--- src/rtl/neuron_mac_sequencer.sv ---
// One-neuron MAC sequencer: streams N_INPUTS weight/input pairs from two BRAMs, adds a Q8.8 bias,
// rounds, saturates and emits one result. Optional macro NEURON_RELU_EN clamps negative results to 0.
module neuron_mac_sequencer #(
   parameter int N_INPUTS  = 28,
   parameter int ADDR_W    = 5,
   parameter int DATA_W    = 16,
   parameter int FRAC_BITS = 8,
   parameter int ACC_W     = 40
) (
   input  logic              clk,
   input  logic              rst_n,
   input  logic              start,
   input  logic [DATA_W-1:0] bias,
   output logic [ADDR_W-1:0] w_addr,
   output logic              w_en,
   input  logic [DATA_W-1:0] w_do,
   output logic [ADDR_W-1:0] x_addr,
   output logic              x_en,
   input  logic [DATA_W-1:0] x_do,
   output logic              busy,
   output logic [DATA_W-1:0] y,
   output logic              y_valid
);

   // state | meaning
   // IDLE  | waiting for start; bias loaded into acc on acceptance
   // RUN   | addresses 0..N-1 issued, one product accumulated per cycle
   // DRAIN | last address already issued; accumulate its product, drop enables
   // OUT   | round, saturate, register result and pulse y_valid
   typedef enum logic [1:0] {IDLE, RUN, DRAIN, OUT} state_t;

   localparam logic [ADDR_W-1:0] PEN_ADDR = ADDR_W'(N_INPUTS - 2);
   localparam logic signed [ACC_W-1:0] RND_HALF =
      {{(ACC_W-FRAC_BITS){1'b0}}, 1'b1, {(FRAC_BITS-1){1'b0}}};
   localparam logic signed [ACC_W-1:0] Y_MAX =
      {{(ACC_W-DATA_W+1){1'b0}}, {(DATA_W-1){1'b1}}};
   localparam logic signed [ACC_W-1:0] Y_MIN =
      {{(ACC_W-DATA_W+1){1'b1}}, {(DATA_W-1){1'b0}}};

   state_t                    state;
   logic signed [ACC_W-1:0]   acc;
   logic signed [2*DATA_W-1:0] prod;
   logic signed [ACC_W-1:0]   prod_ext;
   logic signed [ACC_W-1:0]   bias_ext;
   logic signed [ACC_W-1:0]   acc_rnd;
   logic signed [ACC_W-1:0]   acc_shr;
   logic [DATA_W-1:0]         y_act;

   assign prod     = $signed(w_do) * $signed(x_do);
   assign prod_ext = {{(ACC_W-2*DATA_W){prod[2*DATA_W-1]}}, prod};
   assign bias_ext = {{(ACC_W-DATA_W-FRAC_BITS){bias[DATA_W-1]}}, bias, {FRAC_BITS{1'b0}}};
   assign acc_rnd  = acc + RND_HALF;
   assign acc_shr  = acc_rnd >>> FRAC_BITS;

   always_comb begin
      y_act = acc_shr[DATA_W-1:0];
      if (acc_shr > Y_MAX)
         y_act = {1'b0, {(DATA_W-1){1'b1}}};
      else if (acc_shr < Y_MIN)
         y_act = {1'b1, {(DATA_W-1){1'b0}}};
`ifdef NEURON_RELU_EN
      if (y_act[DATA_W-1])
         y_act = '0;
`endif
   end

   // Both BRAMs walk the same address space, so they share one address/enable register.
   assign x_addr = w_addr;
   assign x_en   = w_en;

   always_ff @(posedge clk) begin
      if (!rst_n) begin
         state   <= IDLE;
         w_addr  <= '0;
         w_en    <= 1'b0;
         acc     <= '0;
         busy    <= 1'b0;
         y       <= '0;
         y_valid <= 1'b0;
      end else begin
         y_valid <= 1'b0;
         case (state)
            IDLE: begin
               if (start) begin
                  acc    <= bias_ext;
                  w_addr <= '0;
                  w_en   <= 1'b1;
                  busy   <= 1'b1;
                  state  <= RUN;
               end
            end
            RUN: begin
               acc    <= acc + prod_ext;
               w_addr <= w_addr + ADDR_W'(1);
               if (w_addr == PEN_ADDR)
                  state <= DRAIN;
            end
            DRAIN: begin
               acc   <= acc + prod_ext;
               w_en  <= 1'b0;
               state <= OUT;
            end
            OUT: begin
               y       <= y_act;
               y_valid <= 1'b1;
               busy    <= 1'b0;
               state   <= IDLE;
            end
            default: state <= IDLE;
         endcase
      end
   end

endmodule

--- config.mk ---
export PLATFORM = sky130hd
export DESIGN_NAME = neuron_mac_sequencer
export DESIGN_NICKNAME = d
export VERILOG_FILES = /design/src/rtl/neuron_mac_sequencer.sv
export SDC_FILE = /design/constraint.sdc
export NUM_CORES = 1
export LEC_CHECK = 0
export ABC_AREA = 1
export BUFFER_PORTS_ARGS = -buffer_cell sky130_fd_sc_hd__buf_4
export CAP_MARGIN = 20
export CORE_MARGIN = 10
export CORE_UTILIZATION = 50
export CTS_BUF_LIST = sky130_fd_sc_hd__clkbuf_8
export DETAILED_ROUTE_END_ITERATION = 16
export PLACE_DENSITY_LB_ADDON = 0.05
export SKIP_CTS_REPAIR_TIMING = 1
export SYNTH_ARGS = -nofsm -noshare
export SYNTH_HDL_FRONTEND = slang
export SYNTH_SLANG_ARGS = --single-unit
--- constraint.sdc ---
create_clock -name clk -period 9.5 [get_ports clk]
set_input_delay 0.95 -clock clk [delete_from_list [all_inputs] [get_ports clk]]
set_output_delay 0.95 -clock clk [all_outputs]
set_load 0.05 [all_outputs]
==> impl_summary.md, run 1 <==
Run status
The flow ran to the end, and the final reports show no timing, DRC or antenna violations.

Place
The last weighted congestion value of the routability-driven placer is roughly 0.99. Timing analysis after detailed placement gives a worst setup slack of approximately 2000 ps. Once detailed placement completed, the half-perimeter wirelength came to 41500 microns. The total of buffers placed on input and output ports is 80.

Synth
The Yosys step of the flow raised 0 warnings. The biggest area consumer among synthesized cells is sky130_fd_sc_hd__fa_1. After Yosys synthesis, and, or, nand and nor cells account for between 10% and 20% of the synthesized area.

The mapped netlist covers 0.0170 sq mm. Synthesis produced ~2300 cells. The adder and majority cell fraction of the synthesized area is a little under half.

The portion of netlist area occupied by mux cells is 0%. After synthesis, the cell types taking the most area are sky130_fd_sc_hd__fa_1 39%, sky130_fd_sc_hd__inv_1 14%, sky130_fd_sc_hd__nand2_1 11%. Sequential cells were found to cover 7.77% of the synthesized design area. Summed over its instances, the top area cell type makes up about two fifths of the synthesized netlist area. The total nets after synthesis is around 2800. In this run, synthesis produced a sequential element count of 66. After synthesis, the mean cell area works out to around 7.5 sq um. After synthesis, the largest family of logic cells by area is adder cells. The share of the synthesized netlist area taken by xor and xnor gates is 1.70%. The post-synthesis cell type count is between 40 and 50.

The area fraction in compound gates after synthesis is 7.52%.

Drt
Wires add up to approximately 47000 microns. In the routed design, unresolved DRC markers number 0. In the routed layout, each cell is associated on average with a via count of slightly above 5. The remaining antenna violation count is 0. The total via count in the routed design is ~14000. For this run, the detailed router's first-pass iteration total came to 5. The mean routed wirelength per cell is ~17 microns. The iteration-0 DRC count of the detailed router is around 830.

Setup path
Counting cells, the worst reg-to-reg path comes to 20. STA classifies the critical path startpoint as an input pin. The critical setup path kind is input pin to flop. The setup slack of the worst register-to-register path is between 4000 and 5000 ps. The endpoint kind of the worst setup timing path is a flop. The arrival time at the worst endpoint is ~7400 ps. The data required time at the worst endpoint is slightly below 10000 ps. The largest fanout of any net on the critical path is 16.

In this run the critical register-to-register path is launched from acc[15]. The capturing point of the worst reg2reg path is acc[22].

STA
At the pin with the least slew margin, the transition time is around 940 ps. The worst pin sits at a relative slew slack of roughly 37%. The final worst slack is between 2000 and 2500 ps. The sum of negative setup slack is 0 ps.

The total count of max-transition violations in the final report is 0. Setup repair after global routing left no endpoint under its margin. The final hold violation count is 0. The final period demand of the worst path is ~7200 ps.

The share of the clock period used by the worst path after layout is between 70% and 80%. Timing would allow up to between 100 and 150 MHz. The final number of setup-violating endpoints is 0. Across the routed clock network, the largest skew measured is 12.4 ps.

Floorplanning
The placement row count is 67. The floorplan step set the die height to just over 200 microns. The floorplan step set the die width to 204 microns.

During I/O placement, the number of pins put on the boundary was 81. The core box area is around 0.034 sq mm. For this configuration, the core starts out at a cell density of between 50% and 60%. The floorplan die area is about 0.042 sq mm.

Layout
In the final layout, the multi-input gates occupy between 0.01 and 0.015 sq mm. The number of antenna cells inserted is 0. The layout has roughly 3400 filler cells. The flip-flop and latch area is ~0.0013 sq mm. The area growth from synthesis to layout is 6.05%. At the end of the flow the core is filled with cells to roughly 54%. The share of layout cells above drive strength 1 is under 10%.

After the last flow step, the layout net total stands at around 2800.

Clock tree
The clock passes through at most 2 buffers. TritonCTS built the clock tree. The clock latency on the worst-skew pair is about 350 ps. CTS placed an instance of sky130_fd_sc_hd__clkbuf_8 at the clock tree root. The number of clock sinks seen by CTS is 66. The clock-pin slew reported for the worst setup and hold paths after clock tree synthesis is 80 ps. The number of clock buffers added by TritonCTS is 9.

The clock tree synthesis step divided the H-tree into 3 levels.

Hold path
The launch point of the worst hold path is acc[0]. The class of the worst hold path is flop to flop. The end point of the worst hold path is acc[0]. The number of instances on the worst hold path is 2.

Global route
The first global-routing pass estimated approximately 80000 microns of wire. In the global route stage, overall resource usage came out at a little under a quarter. The initial antenna violation count was 0. The via count of the first global-routing pass was around 15000.

The total overflow left after global routing is 0. Entering global routing, the biggest net connects 47 pins.

Flow run
The count of maximum capacitance violations is 0.
-- worst max-delay path, stage by stage --
cell and delay [ps]:
sky130_fd_sc_hd__buf_4 200, sky130_fd_sc_hd__nand2_1 150, sky130_fd_sc_hd__fa_1 590, sky130_fd_sc_hd__inv_1 80, sky130_fd_sc_hd__fa_1 470, sky130_fd_sc_hd__inv_1 430
sky130_fd_sc_hd__fa_1 650, sky130_fd_sc_hd__fa_1 770, sky130_fd_sc_hd__inv_1 180, sky130_fd_sc_hd__fa_1 550, sky130_fd_sc_hd__inv_1 50, sky130_fd_sc_hd__fa_1 520
sky130_fd_sc_hd__inv_1 40, sky130_fd_sc_hd__ha_1 360, sky130_fd_sc_hd__nand2_1 130, sky130_fd_sc_hd__nor2_1 180, sky130_fd_sc_hd__inv_1 100, sky130_fd_sc_hd__nor3_1 380
sky130_fd_sc_hd__nand3_1 170, sky130_fd_sc_hd__nand3_1 110, sky130_fd_sc_hd__nand2_1 50, sky130_fd_sc_hd__nand3_1 150, sky130_fd_sc_hd__a21oi_1 80
-- cell type report --
| cell class | count | area share, % |
|---|---|---|
| multi-input cells | 1497 | 71.9 |
| inverters | 627 | 13.0 |
| flip-flops and latches | 66 | 7.32 |
| repair buffers | 82 | 3.41 |
| well taps | 448 | 3.11 |
| clock buffers | 9 | 0.687 |
| clock inverters | 7 | 0.555 |
-- cells in the final DEF (no fill, tap or decap), types with 7 or more instances in the layout --
cell type	n
sky130_fd_sc_hd__xnor2_1	13
sky130_fd_sc_hd__fa_1	329
sky130_fd_sc_hd__or2_2	10
sky130_fd_sc_hd__nand2_2	14
sky130_fd_sc_hd__dfxtp_1	66
sky130_fd_sc_hd__nor2_4	7
sky130_fd_sc_hd__nand3_1	67
sky130_fd_sc_hd__o211ai_1	8
sky130_fd_sc_hd__a21oi_2	10
sky130_fd_sc_hd__buf_4	82
sky130_fd_sc_hd__nor2_1	153
sky130_fd_sc_hd__xor2_1	20
sky130_fd_sc_hd__a21oi_1	105
sky130_fd_sc_hd__a31oi_1	10
sky130_fd_sc_hd__o21ai_0	72
sky130_fd_sc_hd__nor3_1	11
sky130_fd_sc_hd__inv_1	623
sky130_fd_sc_hd__nand2_1	492
sky130_fd_sc_hd__nand4_1	8
sky130_fd_sc_hd__nor2_2	7
sky130_fd_sc_hd__ha_1	122
sky130_fd_sc_hd__clkbuf_8	9
-- synth_stat cells (all sizes together) --
cell type,number
a211oi,4
a21boi,4
a21o,5
a21oi,116
a31oi,10
buf,10
clkbuf,77
clkinv,1
dfxtp,66
fa,330
ha,122
inv,626
nand2,509
nand3,70
nand3b,5
nand4,8
nor2,167
nor3,11
nor3b,2
nor4,2
o211ai,8
o21a,2
o21ai,74
o21bai,1
o221a,1
o221ai,3
or2,10
xnor2,13
xor2,20
-- worst max path at each step --
stage	startpoint	slack (ps)	endpoint
final	w_do[15]	2340	acc[36]
after global routing	w_do[15]	1790	acc[36]
after CTS	w_do[15]	2310	acc[36]
after detailed placement	w_do[15]	1960	acc[36]
after global placement	w_do[15]	1980	acc[36]
after floorplan	x_do[5]	2520	acc[36]
-- logic make-up after synthesis --
group	after synthesis
compound gates	228
simple gates	784
buf+inv	714
fa+ha+maj	452
flops	66
xor+xnor	33
-- routing by layer --
layer	share of wire [%]	up-vias	global-route usage, %
met2	49	351	40.1
li1	-	6661	-
met4	2.1	0	5.63
met1	44	6803	32.0
met5	0	-	0
met3	4.5	53	2.77
-- registers in the layout, summed over array words and instances (netlist names) --
signal and cells:
acc 40, y 16, busy 1, w_en 1, y_valid 1, w_addr 5
state 2
-- stage by stage --
| step | hold WS, ps | cell area [sq um] | std cells |
|---|---|---|---|
| 3_5_place_dp | 470 | 17800 | 2720 |
| 4_1_cts | 482 | 18000 | 2736 |
| 6_report | 476 | 18000 | 2736 |
| 2_1_floorplan | 445 | 17000 | 2277 |
| 3_3_place_gp | 460 | 17800 | 2720 |
| 5_1_grt | 505 | 18000 | 2736 |
Power of run 1 is not shown: default switching activity piles up to over one toggle a cycle in this logic, so the estimate is an artifact.
==> run 2: changes to the inputs <==
==> constraint.sdc (replaced) <==
create_clock -name clk -period 6.73 [get_ports clk]
set_input_delay 0.673 -clock clk [delete_from_list [all_inputs] [get_ports clk]]
set_output_delay 0.673 -clock clk [all_outputs]
set_load 0.05 [all_outputs]
==> impl_summary.md, run 2 (synthesis results as in run 1) <==
Hold path
The class of the worst hold path is flop to flop. The number of instances on the worst hold path is 2 (unchanged).

Layout
The number of antenna cells inserted is 0 (unchanged). Relative to the synthesized area, the layout overhead comes to 8.82%. The share of layout cells above drive strength 1 is 9.45% (+2.5 points).

The net count reported at finish is 2846 (+2.2%). The count of filler cells inserted in the layout was 3321 (-2.2%). Leaving out fill and tap cells, the most frequent cell in the layout is sky130_fd_sc_hd__inv_1. The most flop-heavy register is acc.

The largest registers in the layout are acc x40, y x16, w_addr x5. The top cell types in the final layout, fill and taps aside, are 622 x sky130_fd_sc_hd__inv_1, 492 x sky130_fd_sc_hd__nand2_1, 328 x sky130_fd_sc_hd__fa_1. The number of flip-flops in the largest register is 40 (unchanged).

STA
The total count of max-transition violations in the final report is 0 (unchanged). The worst clock skew on the final layout is 12.4 ps (+0.00830 ps). The final period demand of the worst path is about 6400 ps. The sum of negative setup slack is 0 ps (unchanged). The final number of setup-violating endpoints is 0 (unchanged). Setup repair after global routing left no endpoint under its margin. The final worst slack was 299 ps (-2040 ps). The share of the clock period used by the worst path after layout is between 90% and 100%.

The worst slew margin relative to its limit is 35.5% (-1.2 points). The final hold violation count came to 0 (unchanged). The slew at the pin closest to its max-slew limit is 961 ps (+17.8 ps). For this run, the top clock speed supported by timing is between 150 and 200 MHz. The worst hold slack after final layout came to 478 ps (+2.37 ps).

Place
The post-placement setup slack is -189 ps (-2140 ps). The last weighted congestion value of the routability-driven placer is 0.967 (-2.3%). The total of buffers placed on input and output ports is 80 (unchanged). The detailed placement HPWL is 42100 microns (+1.5%).

Setup path
The data required time at the worst endpoint is 6940 ps (-2770 ps). The largest fanout of any net on the critical path is 16 (unchanged). The critical setup path kind is input pin to flop. The startpoint type of the worst setup path is an input pin. The arrival time at the worst endpoint is 6640 ps (-720 ps). The endpoint kind of the worst setup timing path is a flop. The number of cells on the worst reg-to-reg path is 22 (+10%).

Global route
The global-route usage over all layers came to 24.2% (+0.44 points). The initial antenna violation count is 1 (+1). The aggregate global routing overflow was 0 (unchanged). The global-route wire length before repair is 79800 microns (+1.3%). The pin count of the biggest net entering global routing is 47 (unchanged). The via count of the first global-routing pass is 14785 (+0.88%).

Clock tree
The clock latency on the worst-skew pair was 370 ps (+20 ps). The clock-pin slew reported for the worst setup and hold paths after clock tree synthesis came to 80 ps (about the same). The H-tree depth is 3 (unchanged). The number of clock sinks seen by CTS is 66 (unchanged).

The number of buffers inserted during clock tree synthesis came to 9 (unchanged). The cell sitting at the root of the clock tree is a sky130_fd_sc_hd__clkbuf_8. TritonCTS built the clock tree. The maximum buffer depth of the clock tree is 2 (unchanged).

Flow run
The count of maximum capacitance violations is 0 (unchanged).

Drt
The iteration-0 DRC count of the detailed router was 986 (+19%). The first-pass iteration count of the detailed router is 6 (+1). The remaining antenna violation count is 0 (unchanged).

The residual DRC count is 0 (unchanged). The total via count in the routed design is 14065 (+1.4%). The total wire length after detailed routing is 47900 microns (+1.2%).

The mean routed wirelength per cell was 17.1 microns (-0.94%). The via density per instance is 5.03 (-0.76%).

Floorplanning
The core box area is 0.0335 sq mm (unchanged). The placement row count is 67 (unchanged). The floorplan die area came to 0.0418 sq mm (unchanged). The initial cell density of the core is 50.7% (unchanged).

The width of the chip is 204 microns (unchanged). The vertical die dimension was 204 microns (unchanged). The total I/O pin count came to 81 (unchanged).

Run status
The flow ran to the end, and the final reports show no timing, DRC or antenna violations.
## run 2: layout make-up
| class | instances | area [sq um] | share of cell area, % |
|---|---|---|---|
| clock buffers | 9 | 124 | 0.669 |
| clock inverters | 7 | 101 | 0.547 |
| inverters | 627 | 2360 | 12.7 |
| multi-input cells | 1497 | 13000 | 70.1 |
| flip-flops and latches | 66 | 1320 | 7.14 |
| well taps | 448 | 561 | 3.03 |
| repair buffers | 142 | 1070 | 5.76 |
## run 2: worst max-delay path, cell delays in order
cell,delay (ps)
sky130_fd_sc_hd__buf_4,200
sky130_fd_sc_hd__nand2_1,140
sky130_fd_sc_hd__inv_1,110
sky130_fd_sc_hd__fa_2,470
sky130_fd_sc_hd__inv_1,240
sky130_fd_sc_hd__fa_1,490
sky130_fd_sc_hd__fa_1,510
sky130_fd_sc_hd__inv_1,50
sky130_fd_sc_hd__fa_1,490
sky130_fd_sc_hd__fa_1,550
sky130_fd_sc_hd__inv_1,60
sky130_fd_sc_hd__fa_1,530
sky130_fd_sc_hd__inv_1,40
sky130_fd_sc_hd__ha_1,360
sky130_fd_sc_hd__a21oi_1,250
sky130_fd_sc_hd__inv_1,70
sky130_fd_sc_hd__a21oi_1,240
sky130_fd_sc_hd__a21boi_1,340
sky130_fd_sc_hd__o21ai_0,230
sky130_fd_sc_hd__a21oi_1,240
sky130_fd_sc_hd__inv_1,60
sky130_fd_sc_hd__nand2_1,60
sky130_fd_sc_hd__nand3_1,60
sky130_fd_sc_hd__nand2_1,90
sky130_fd_sc_hd__a21oi_1,60
## run 2: metrics by stage
step | std cells | util (%) | instance area, sq um
after floorplan | 2277 | - | 17000
after global placement | 2777 | 54.4 | 18200
after global routing | 2796 | 55.2 | 18500
after CTS | 2793 | 55.1 | 18500
after detailed placement | 2777 | 54.4 | 18200
final | 2796 | 55.2 | 18500
## run 2: worst paths after layout
| check | from | endpoint | slack [ps] |
|---|---|---|---|
| worst max-delay path | w_do[15] | acc[22] | 300 |
| worst max register to register | acc[15] | acc[39] | 1250 |
| worst min register to register | acc[0] | acc[0] | 480 |
| worst min-delay path | acc[0] | acc[0] | 480 |
## run 2: per-layer routing
| metal | vias to the layer above | share of wire, % | GRT usage [%] |
|---|---|---|---|
| li1 | 6773 | - | - |
| met1 | 6844 | 44 | 32.1 |
| met2 | 373 | 48 | 40.3 |
| met3 | 75 | 5.3 | 3.58 |
| met4 | 0 | 2.9 | 6.80 |
| met5 | - | 0 | 0 |
Power of run 2 is left out for the same reason.
==> run 3: changes to the inputs <==
--- a/config.mk
+++ b/config.mk
@@ -8,8 +8,9 @@
 export ABC_AREA = 1
 export BUFFER_PORTS_ARGS = -buffer_cell sky130_fd_sc_hd__buf_4
 export CAP_MARGIN = 20
+export CORE_ASPECT_RATIO = 1.1
 export CORE_MARGIN = 10
-export CORE_UTILIZATION = 50
+export CORE_UTILIZATION = 65
 export CTS_BUF_LIST = sky130_fd_sc_hd__clkbuf_8
 export DETAILED_ROUTE_END_ITERATION = 16
 export PLACE_DENSITY_LB_ADDON = 0.05
==> impl_summary.md, run 3 (synthesis results as in run 1) <==
Drt
The total wire length after detailed routing is 47500 microns (-0.84%). The first-pass iteration count of the detailed router is 6 (unchanged). The total met3 wirelength after detailed routing is 3260 microns (+28%). The residual DRC count was 0 (unchanged). The total via count in the routed design is 14382 (+2.3%). The mean routed wirelength per cell is 17.6 microns (+3.0%). The met1 routed wirelength after detailed routing is 18900 microns (-9.5%). The iteration-0 DRC count of the detailed router is 1078 (+9.3%). The remaining antenna violation count was 0 (unchanged). In this run the top signal layer used is met4.

The via density per instance is 5.34 (+6.2%). The routed wire length on met2 is 23600 microns (+2.7%).

Place
The last weighted congestion value of the routability-driven placer is 0.980 (+1.4%). The detailed placement HPWL is 41000 microns (-2.6%). The area of placed instances is 0.0181 sq mm (-0.90%). The total of buffers placed on input and output ports is 80 (unchanged).

Run status
The flow ran to the end, and the final reports show no timing, DRC or antenna violations.

Floorplanning
The initial cell density of the core is 65.5% (+15 points). The total I/O pin count was 81 (unchanged). The width of the chip is 174 microns (-15%). The placement row count came to 62 (-7.5%). The vertical die dimension is 190 microns (-7.2%).

The floorplan die area is 0.0331 sq mm (-21%). The core box area came to 0.0260 sq mm (-23%).

STA
The worst hold slack after final layout is 475 ps (-3.58 ps). Setup repair after global routing left no endpoint under its margin. The final period demand of the worst path is 6450 ps (+18.0 ps). The worst slew margin relative to its limit is 38.2% (+2.6 points). The share of the clock period used by the worst path after layout is 95.8% (+0.27 points). The worst clock skew on the final layout is 13.8 ps (+1.41 ps).

The timing-limited maximum frequency is 155 MHz (-0.28%). The final number of setup-violating endpoints is 0 (unchanged). The total count of max-transition violations in the final report is 0 (unchanged). The final hold violation count was 0 (unchanged). The slew at the pin closest to its max-slew limit is 922 ps (-39.3 ps).

Setup path
Among the stages of the critical path, the cell type that occurs most often is sky130_fd_sc_hd__inv_1. The largest fanout of any net on the critical path was 16 (unchanged). The number of cells on the worst reg-to-reg path is 18 (-18%). The setup slack of the worst register-to-register path came to 1430 ps (+180 ps). The worst setup path is launched from an input pin.

The delay of the slowest cell on the worst path is 720 ps (+170 ps). The critical setup path kind is input pin to flop. The endpoint kind of the worst setup timing path is a flop. The capturing point of the worst reg2reg path is acc[20]. Tracing the worst setup path back leads to its startpoint at x_do[5]. The worst register-to-register path begins at acc[15]. The arrival time at the worst endpoint is 6650 ps (about the same). The data required time at the worst endpoint was 6930 ps (about the same).

The critical path's slowest cell is sky130_fd_sc_hd__fa_2.

Layout
The number of flip-flops in the largest register is 40 (unchanged). The largest registers in the layout are acc x40, y x16, w_addr x5. The leading cell type in the layout, fill and taps excluded is sky130_fd_sc_hd__inv_1.

The number of antenna cells inserted was 0 (unchanged). The cell area after layout is 0.0184 sq mm (-0.87%). Leaving out fill and tap cells, the most frequent cells in the layout are 623 x sky130_fd_sc_hd__inv_1, 492 x sky130_fd_sc_hd__nand2_1, 326 x sky130_fd_sc_hd__fa_1. The net count reported at finish is 2837 (-0.32%). The count of filler cells inserted in the layout came to 2190 (-34%). More flip-flops sit in one register than any other, and that register is acc. The area growth from synthesis to layout is 7.87%. The share of layout cells above drive strength 1 came to 9.19% (-0.26 points).

Hold path
The worst hold path terminates at acc[0]. The class of the worst hold path is flop to flop. The startpoint identified for the worst hold timing path is acc[0]. The number of instances on the worst hold path is 2 (unchanged).

Clock tree
The clock latency on the worst-skew pair is 350 ps (-20 ps). The number of buffers inserted during clock tree synthesis came to 9 (unchanged). The maximum buffer depth of the clock tree is 2 (unchanged). The clock-pin slew reported for the worst setup and hold paths after clock tree synthesis came to 80 ps (about the same). The clock tree from TritonCTS is yes. The H-tree depth is 3 (unchanged). The number of clock sinks seen by CTS is 66 (unchanged). In this run the clock root is driven by a sky130_fd_sc_hd__clkbuf_8.

Global route
The via count of the first global-routing pass is 15124 (+2.3%). The aggregate global routing overflow came to 0 (unchanged). The pin count of the biggest net entering global routing is 47 (unchanged).

The global-route usage over all layers is 29.4% (+5.2 points). The initial antenna violation count is 0 (-1). The global-route wire length before repair is 77900 microns (-2.5%).

Flow run
The count of maximum capacitance violations is 0 (unchanged).
==> run 3: changes by cell type in the layout (fill, tap and decap cells not counted) <==
cell | before | now
sky130_fd_sc_hd__nor4_2 | 2 | 1
sky130_fd_sc_hd__nor3_1 | 11 | 9
sky130_fd_sc_hd__buf_4 | 142 | 133
sky130_fd_sc_hd__inv_6 | 1 | 0
sky130_fd_sc_hd__nor3_2 | 0 | 2
sky130_fd_sc_hd__clkinvlp_4 | 3 | 2
sky130_fd_sc_hd__bufinv_16 | 2 | 3
sky130_fd_sc_hd__inv_1 | 622 | 623
sky130_fd_sc_hd__fa_1 | 328 | 326
sky130_fd_sc_hd__fa_2 | 2 | 4
sky130_fd_sc_hd__nor4_1 | 0 | 1
==> run 3: worst max path at each step <==
stage | slack, ps | depth (start not counted) | endpoint
after CTS | 190 | 26 | acc[39]
after global routing | 7 | 26 | acc[39]
after global placement | -70 | 26 | acc[39]
final | 280 | 26 | acc[39]
after floorplan | 30 | 24 | acc[36]
after detailed placement | -180 | 26 | acc[39]
==> run 3: worst max-delay path, delay by kind of cell <==
family | cells | cell delay [ps]
adders and majority gates | 7 | 3790
and+or+nand+nor | 8 | 960
buffers and inverters | 7 | 740
AOI/OAI and AO/OA | 4 | 470
==> run 3: layout make-up <==
| type | instances | area, sq um | share of cell area (%) |
|---|---|---|---|
| Timing Repair Buffer | 133 | 998 | 5.44 |
| Clock inverter | 7 | 119 | 0.648 |
| Clock buffer | 9 | 124 | 0.675 |
| Tap cell | 352 | 440 | 2.40 |
| Sequential cell | 66 | 1320 | 7.20 |
| Inverter | 627 | 2360 | 12.8 |
| Multi-Input combinational cell | 1497 | 13000 | 70.8 |
==> run 3: stage by stage <==
step           std cells  setup TNS, ps  worst slack, ps  util (%)
4_1_cts             2691              0              193      70.5
2_1_floorplan       2277              0             28.4         -
3_5_place_dp        2675           -300             -178      69.6
3_3_place_gp        2675          -72.4            -72.4      69.6
6_report            2691              0              281      70.6
5_1_grt             2691              0             7.29      70.6
==> run 3: layer usage <==
metal  track usage [%]  up-vias
li1                  -     6758
met4              9.97        0
met2              51.0      535
met5                 0        -
met3              5.27      107
met1              36.3     6982
Power of run 3 is left out for the same reason.
